===== src/rtl/cdb_arbiter.sv =====
// cdb_arbiter: round-robin arbiter sharing the common data bus.
// One grant per cycle; the granted result is broadcast one cycle later.
module cdb_arbiter #(
    parameter int DATA_WIDTH  = 64,
    parameter int NUM_REQ     = 4,
    parameter int RS_ID_WIDTH = 3
) (
    input  logic                           clk,
    input  logic                           rst,
    input  logic [NUM_REQ-1:0]             req_valid,
    input  logic [NUM_REQ*DATA_WIDTH-1:0]  req_result,
    input  logic [NUM_REQ*RS_ID_WIDTH-1:0] req_rs_id,
    output logic [NUM_REQ-1:0]             req_ready,
    input  logic                           flush,
    output logic                           CDB_valid,
    output logic [DATA_WIDTH-1:0]          CDB_result,
    output logic [RS_ID_WIDTH-1:0]         CDB_rs_id,
    output logic [15:0]                    grant_count
);

    localparam int PTR_W = $clog2(NUM_REQ);
    localparam logic [PTR_W:0] NREQ = (PTR_W+1)'(NUM_REQ);
    localparam logic [PTR_W-1:0] LAST = PTR_W'(NUM_REQ - 1);

    logic [PTR_W-1:0]       r_ptr;
    logic                   r_cdb_valid;
    logic [DATA_WIDTH-1:0]  r_cdb_result;
    logic [RS_ID_WIDTH-1:0] r_cdb_rs_id;
    logic [15:0]            r_grant_count;

    logic                   w_arb_en;
    logic                   w_found;
    logic                   w_any;
    logic [PTR_W:0]         w_sum;
    logic [PTR_W-1:0]       w_gidx;
    logic [PTR_W-1:0]       w_ptr_nxt;
    logic [NUM_REQ-1:0]     w_grant;
    logic [DATA_WIDTH-1:0]  w_gresult;
    logic [RS_ID_WIDTH-1:0] w_grs_id;

    // No grant while held in reset or while the branch unit flushes.
    assign w_arb_en = rst & ~flush;

    always_comb begin
        w_found = 1'b0;
        w_gidx  = '0;
        w_sum   = '0;
        for (int k = 0; k < NUM_REQ; k++) begin
            w_sum = {1'b0, r_ptr} + (PTR_W+1)'(k);
            if (w_sum >= NREQ) begin
                w_sum = w_sum - NREQ;
            end
            if (!w_found && req_valid[w_sum[PTR_W-1:0]]) begin
                w_found = 1'b1;
                w_gidx  = w_sum[PTR_W-1:0];
            end
        end
    end

    assign w_any = w_found & w_arb_en;

    always_comb begin
        w_grant   = '0;
        w_gresult = '0;
        w_grs_id  = '0;
        for (int i = 0; i < NUM_REQ; i++) begin
            if (w_any && (w_gidx == PTR_W'(i))) begin
                w_grant[i] = 1'b1;
                w_gresult  = req_result[i*DATA_WIDTH +: DATA_WIDTH];
                w_grs_id   = req_rs_id[i*RS_ID_WIDTH +: RS_ID_WIDTH];
            end
        end
    end

    assign w_ptr_nxt = (w_gidx == LAST) ? '0 : w_gidx + PTR_W'(1);

    always_ff @(posedge clk or negedge rst) begin
        if (!rst) begin
            r_ptr <= '0;
        end else if (w_any) begin
            r_ptr <= w_ptr_nxt;
        end
    end

    always_ff @(posedge clk or negedge rst) begin
        if (!rst) begin
            r_cdb_valid  <= 1'b0;
            r_cdb_result <= '0;
            r_cdb_rs_id  <= '0;
        end else begin
            r_cdb_valid <= w_any;
            if (w_any) begin
                r_cdb_result <= w_gresult;
                r_cdb_rs_id  <= w_grs_id;
            end
        end
    end

    always_ff @(posedge clk or negedge rst) begin
        if (!rst) begin
            r_grant_count <= '0;
        end else if (w_any && (r_grant_count != 16'hFFFF)) begin
            r_grant_count <= r_grant_count + 16'd1;
        end
    end

    assign req_ready   = w_grant;
    assign CDB_valid   = r_cdb_valid;
    assign CDB_result  = r_cdb_result;
    assign CDB_rs_id   = r_cdb_rs_id;
    assign grant_count = r_grant_count;

endmodule


===== config.mk =====
export PLATFORM = sky130hd
export DESIGN_NAME = cdb_arbiter
export DESIGN_NICKNAME = d
export VERILOG_FILES = /design/src/rtl/cdb_arbiter.sv
export SDC_FILE = /design/constraint.sdc
export NUM_CORES = 1
export LEC_CHECK = 0
export ABC_AREA = 1
export BUFFER_PORTS_ARGS = -buffer_cell sky130_fd_sc_hd__buf_2
export CORE_MARGIN = 4
export CORE_UTILIZATION = 35
export DETAILED_ROUTE_END_ITERATION = 10
export GPL_TIMING_DRIVEN = 0
export PLACE_DENSITY = 0.64
export SLEW_MARGIN = 30
export SYNTH_ARGS = -nofsm -noshare
export SYNTH_HDL_FRONTEND = slang
export SYNTH_SLANG_ARGS = --single-unit

===== constraint.sdc =====
create_clock -name clk -period 3.3 [get_ports clk]
set_clock_uncertainty 0.05 [all_clocks]
set_input_delay 0.495 -clock clk [delete_from_list [all_inputs] [get_ports clk]]
set_output_delay 0.495 -clock clk [all_outputs]
set_load 0.02 [all_outputs]

==> results_dict.tcl <==
set metrics [dict create \
    result_of_the_run "finished clean" \
    number_of_enable_type_register_cells_in_the_synthesized_netlist 0 \
    synth_fp_nets 1493 \
    power_leakage_uw 0.00605 \
    synthXorXnorAreaFrac_pct 1.89 \
    detail_route.wl_per_cell_um 17.0 \
    dp.cells 1846 \
    drt_iter0_markers 566 \
    die_width_um 153 \
    final-max-slew-violation-count 0 \
    grt_antenna_before_repair 6 \
    report.final.setup_viol 0 \
    num_vias 9370 \
    ys_async_sr_fraction_pct 100 \
    synth-warning-count 0 \
    cts_buffer_depth 2 \
    muxShareOfSynthArea_pct 0 \
    worstMarginPinSlew_ns 0.691 \
    p_clk_share_pct 10.5 \
    post-route-util_pct 49.9 \
    postSynthCellCount 1213 \
    design.final.nets 1884 \
    startpoint_class_of_the_critical_path "register" \
    ir_worst_vdd_uv 608 \
    synth.distinct_cells 33 \
    synth_sequential_area_ratio_pct 29.1 \
    avgSynthCellArea_um2 6.11 \
    first_global_vias 8988 \
    period_minus_slack_ns 3.16 \
    synth_adder_area_share_pct 0.845 \
    vias_per_cell 4.98 \
    yosys.area.top_type_share_pct 29.1 \
    worst-r2r-cell-count 17 \
    root_buffer_selected_by_cts "sky130_fd_sc_hd__clkbuf_16" \
    place.gp.congestion 0.962 \
    cell_internal_pwr_uw 4630 \
    detail_route.first_pass.iterations 5 \
    placement.io_buffers 362 \
    timing.final.crit_share_pct 95.8 \
    fraction_of_final_layout_cells_with_drive_strength_greater_than_1_pct 29.3 \
    synth_compound_gate_area_share_pct 10.9 \
    cp.required_ns 2.75 \
    floorplan.die_area_um2 23600 \
    timing.critical_path.arrival_ns 2.62 \
    design_area_um2 10200 \
    cellPowerDensity_nw_per_um2 1030 \
    p_sw_share_pct 56.0 \
    grt_first_pass_wirelength_um 48600 \
    placedInstanceArea_um2 9590 \
    clk_pin_slew_worst_paths_ns 0.07 \
    overflow 0 \
    non_filler_cells_in_the_finished_layout 1881 \
    most_frequent_standard_cell_in_the_layout_excluding_fill_and_tap_cells "sky130_fd_sc_hd__buf_2" \
    tritoncts.num_buffers 9 \
    worst-path-max-fanout 10 \
    vert_die_dim_um 153 \
    drt.antenna.violating_nets 0 \
    final_cell_mix "sky130_fd_sc_hd__buf_2, sky130_fd_sc_hd__nand2_1, sky130_fd_sc_hd__inv_1" \
    power.combinational.fraction_pct 72.7 \
    synthToLayoutAreaGrowth_pct 38.0 \
    switching_power_uw 5880 \
    finalHoldViolations 0 \
    grt_start_max_net_pins 53 \
    end_kind "output pin" \
    timing.max_slew.rel_slack_pct 53.9 \
    synthesis.area_um2 7410 \
    totalWireLength_um 32000 \
    cts_max_level 3 \
    min-delay-path-class "input port to asynchronous set/reset pin" \
    synth_top_family_by_area "simple AND/OR/NAND/NOR gates" \
    max_cap_viol_count 0 \
    hpwlAfterDp_um 25300 \
    yosys_register_bits 86 \
    seq_power_share_pct 16.9 \
    effective_utilization_at_floorplan_pct 36.1 \
    fmaxAchievable_mhz 316 \
    design.core.area_um2 20500 \
    track_usage_pct 25.8 \
    ys_top_cells_by_area "sky130_fd_sc_hd__dfrtp_1, sky130_fd_sc_hd__nand2_1, sky130_fd_sc_hd__inv_1" \
    numClockSinks 86 \
    synth_top_area_cell "sky130_fd_sc_hd__dfrtp_1" \
    insertion_delay_ns 0.35 \
    std_cell_rows 52 \
    ioPinCount 363 \
    synth_flop_cell "sky130_fd_sc_hd__dfrtp_1" \
    worst_path_class_setup "register to output pin" \
    cts_tree "built" \
    synthSimpleGateAreaFrac_pct 38.2 \
    drt_drc_violations_left 0 \
]
metal layers:
| layer | routed length, µm | up-vias | track usage, % |
|---|---|---|---|
| met3 | 2210 | 52 | 5.23 |
| met4 | 740 | 8 | 8.33 |
| li1 | - | 4641 | - |
| met1 | 13300 | 4285 | 32.8 |
| met5 | 48 | - | 0 |
| met2 | 15700 | 384 | 44.0 |
worst paths after layout:
check / from / endpoint / slack [ns]
worst max-delay path: r_ptr[0] / req_ready[1] / 0.14
worst min-delay path: rst / CDB_result[55] / 0.03
worst max register to register: r_ptr[0] / CDB_result[44] / 0.28
worst min register to register: CDB_result[4] / CDB_result[4] / 0.45
max in group asynchronous: rst / CDB_result[1] / 2.29
min in group clk: req_result[212] / CDB_result[20] / 0.31
kinds of logic after synthesis:
kind of cell,Yosys count
compound gates,131
xor+xnor,16
fa+ha+maj,5
buf+inv,346
flops,86
simple gates,629
critical path, cell delays in order (launching register included):
cell,delay [ns]
sky130_fd_sc_hd__dfrtp_1,0.38
sky130_fd_sc_hd__buf_6,0.15
sky130_fd_sc_hd__inv_8,0.08
sky130_fd_sc_hd__nand2_1,0.06
sky130_fd_sc_hd__nand2_2,0.09
sky130_fd_sc_hd__nand2_2,0.07
sky130_fd_sc_hd__nand2_2,0.09
sky130_fd_sc_hd__nor2_1,0.06
sky130_fd_sc_hd__nor2_2,0.15
sky130_fd_sc_hd__xor2_2,0.11
sky130_fd_sc_hd__a31oi_4,0.23
sky130_fd_sc_hd__ha_4,0.20
sky130_fd_sc_hd__clkbuf_16,0.16
sky130_fd_sc_hd__clkbuf_16,0.15
sky130_fd_sc_hd__inv_1,0.04
sky130_fd_sc_hd__nor2_1,0.10
sky130_fd_sc_hd__buf_4,0.17
power by group through the flow:
stage / Combinational (µW) / Clock (µW) / Sequential [µW]
global route: 8410 / 1170 / 1810
detailed placement: 6930 / 0 / 1760
finish: 7640 / 1100 / 1770
CTS: 7380 / 1120 / 1760
global placement: 6840 / 0 / 1770
floorplan: 4160 / 0 / 2240
through the flow:
stage	setup slack [ns]	total power (µW)	setup TNS [ns]	hold slack [ns]
6_report	0.137	10500	0	0.0332
5_1_grt	-0.0421	11400	-0.0731	0.0343
4_1_cts	-0.00331	10300	-0.00331	0.0299
3_5_place_dp	-1.05	8690	-31.77	0.378
3_3_place_gp	-1.09	8610	-67.25	0.426
2_1_floorplan	0.0465	6400	0	0.149
sequential cells by signal, summed over array words and instances (netlist names):
name	cells
r_ptr	2
grant_count	16
CDB_rs_id	3
CDB_result	64
CDB_valid	1
area by class of cell:
| type | instances | area, µm² |
|---|---|---|
| clock inverter | 7 | 80.1 |
| fill | 2214 | 10300 |
| inverter | 252 | 958 |
| antenna | 2 | 5.00 |
| multi-input combinational | 781 | 3930 |
| clock buffer | 9 | 225 |
| timing repair buffer | 383 | 2020 |
| buffer | 91 | 517 |
| tap | 270 | 338 |
| sequential | 86 | 2150 |
cells in the mapped netlist, types with 11 or more instances:
library cell / number
sky130_fd_sc_hd__dfrtp_1: 86
sky130_fd_sc_hd__nand4_1: 130
sky130_fd_sc_hd__nand2_1: 325
sky130_fd_sc_hd__clkbuf_1: 48
sky130_fd_sc_hd__inv_1: 246
sky130_fd_sc_hd__nor2_1: 109
sky130_fd_sc_hd__nand3_1: 50
sky130_fd_sc_hd__a21oi_1: 38
sky130_fd_sc_hd__buf_2: 22
sky130_fd_sc_hd__o21ai_0: 11
sky130_fd_sc_hd__o21ai_1: 41
sky130_fd_sc_hd__buf_4: 17
sky130_fd_sc_hd__o2111ai_1: 38
repair_timing:
item                                   CTS  global route
setup endpoints to repair               60            55
resized for setup                       29            16
buffers inserted                         7            10
pin swaps                                8             6
hold buffers                             3             0
endpoints found under the hold margin    5             0
No activity file was read; power rests on OpenSTA's default activity.
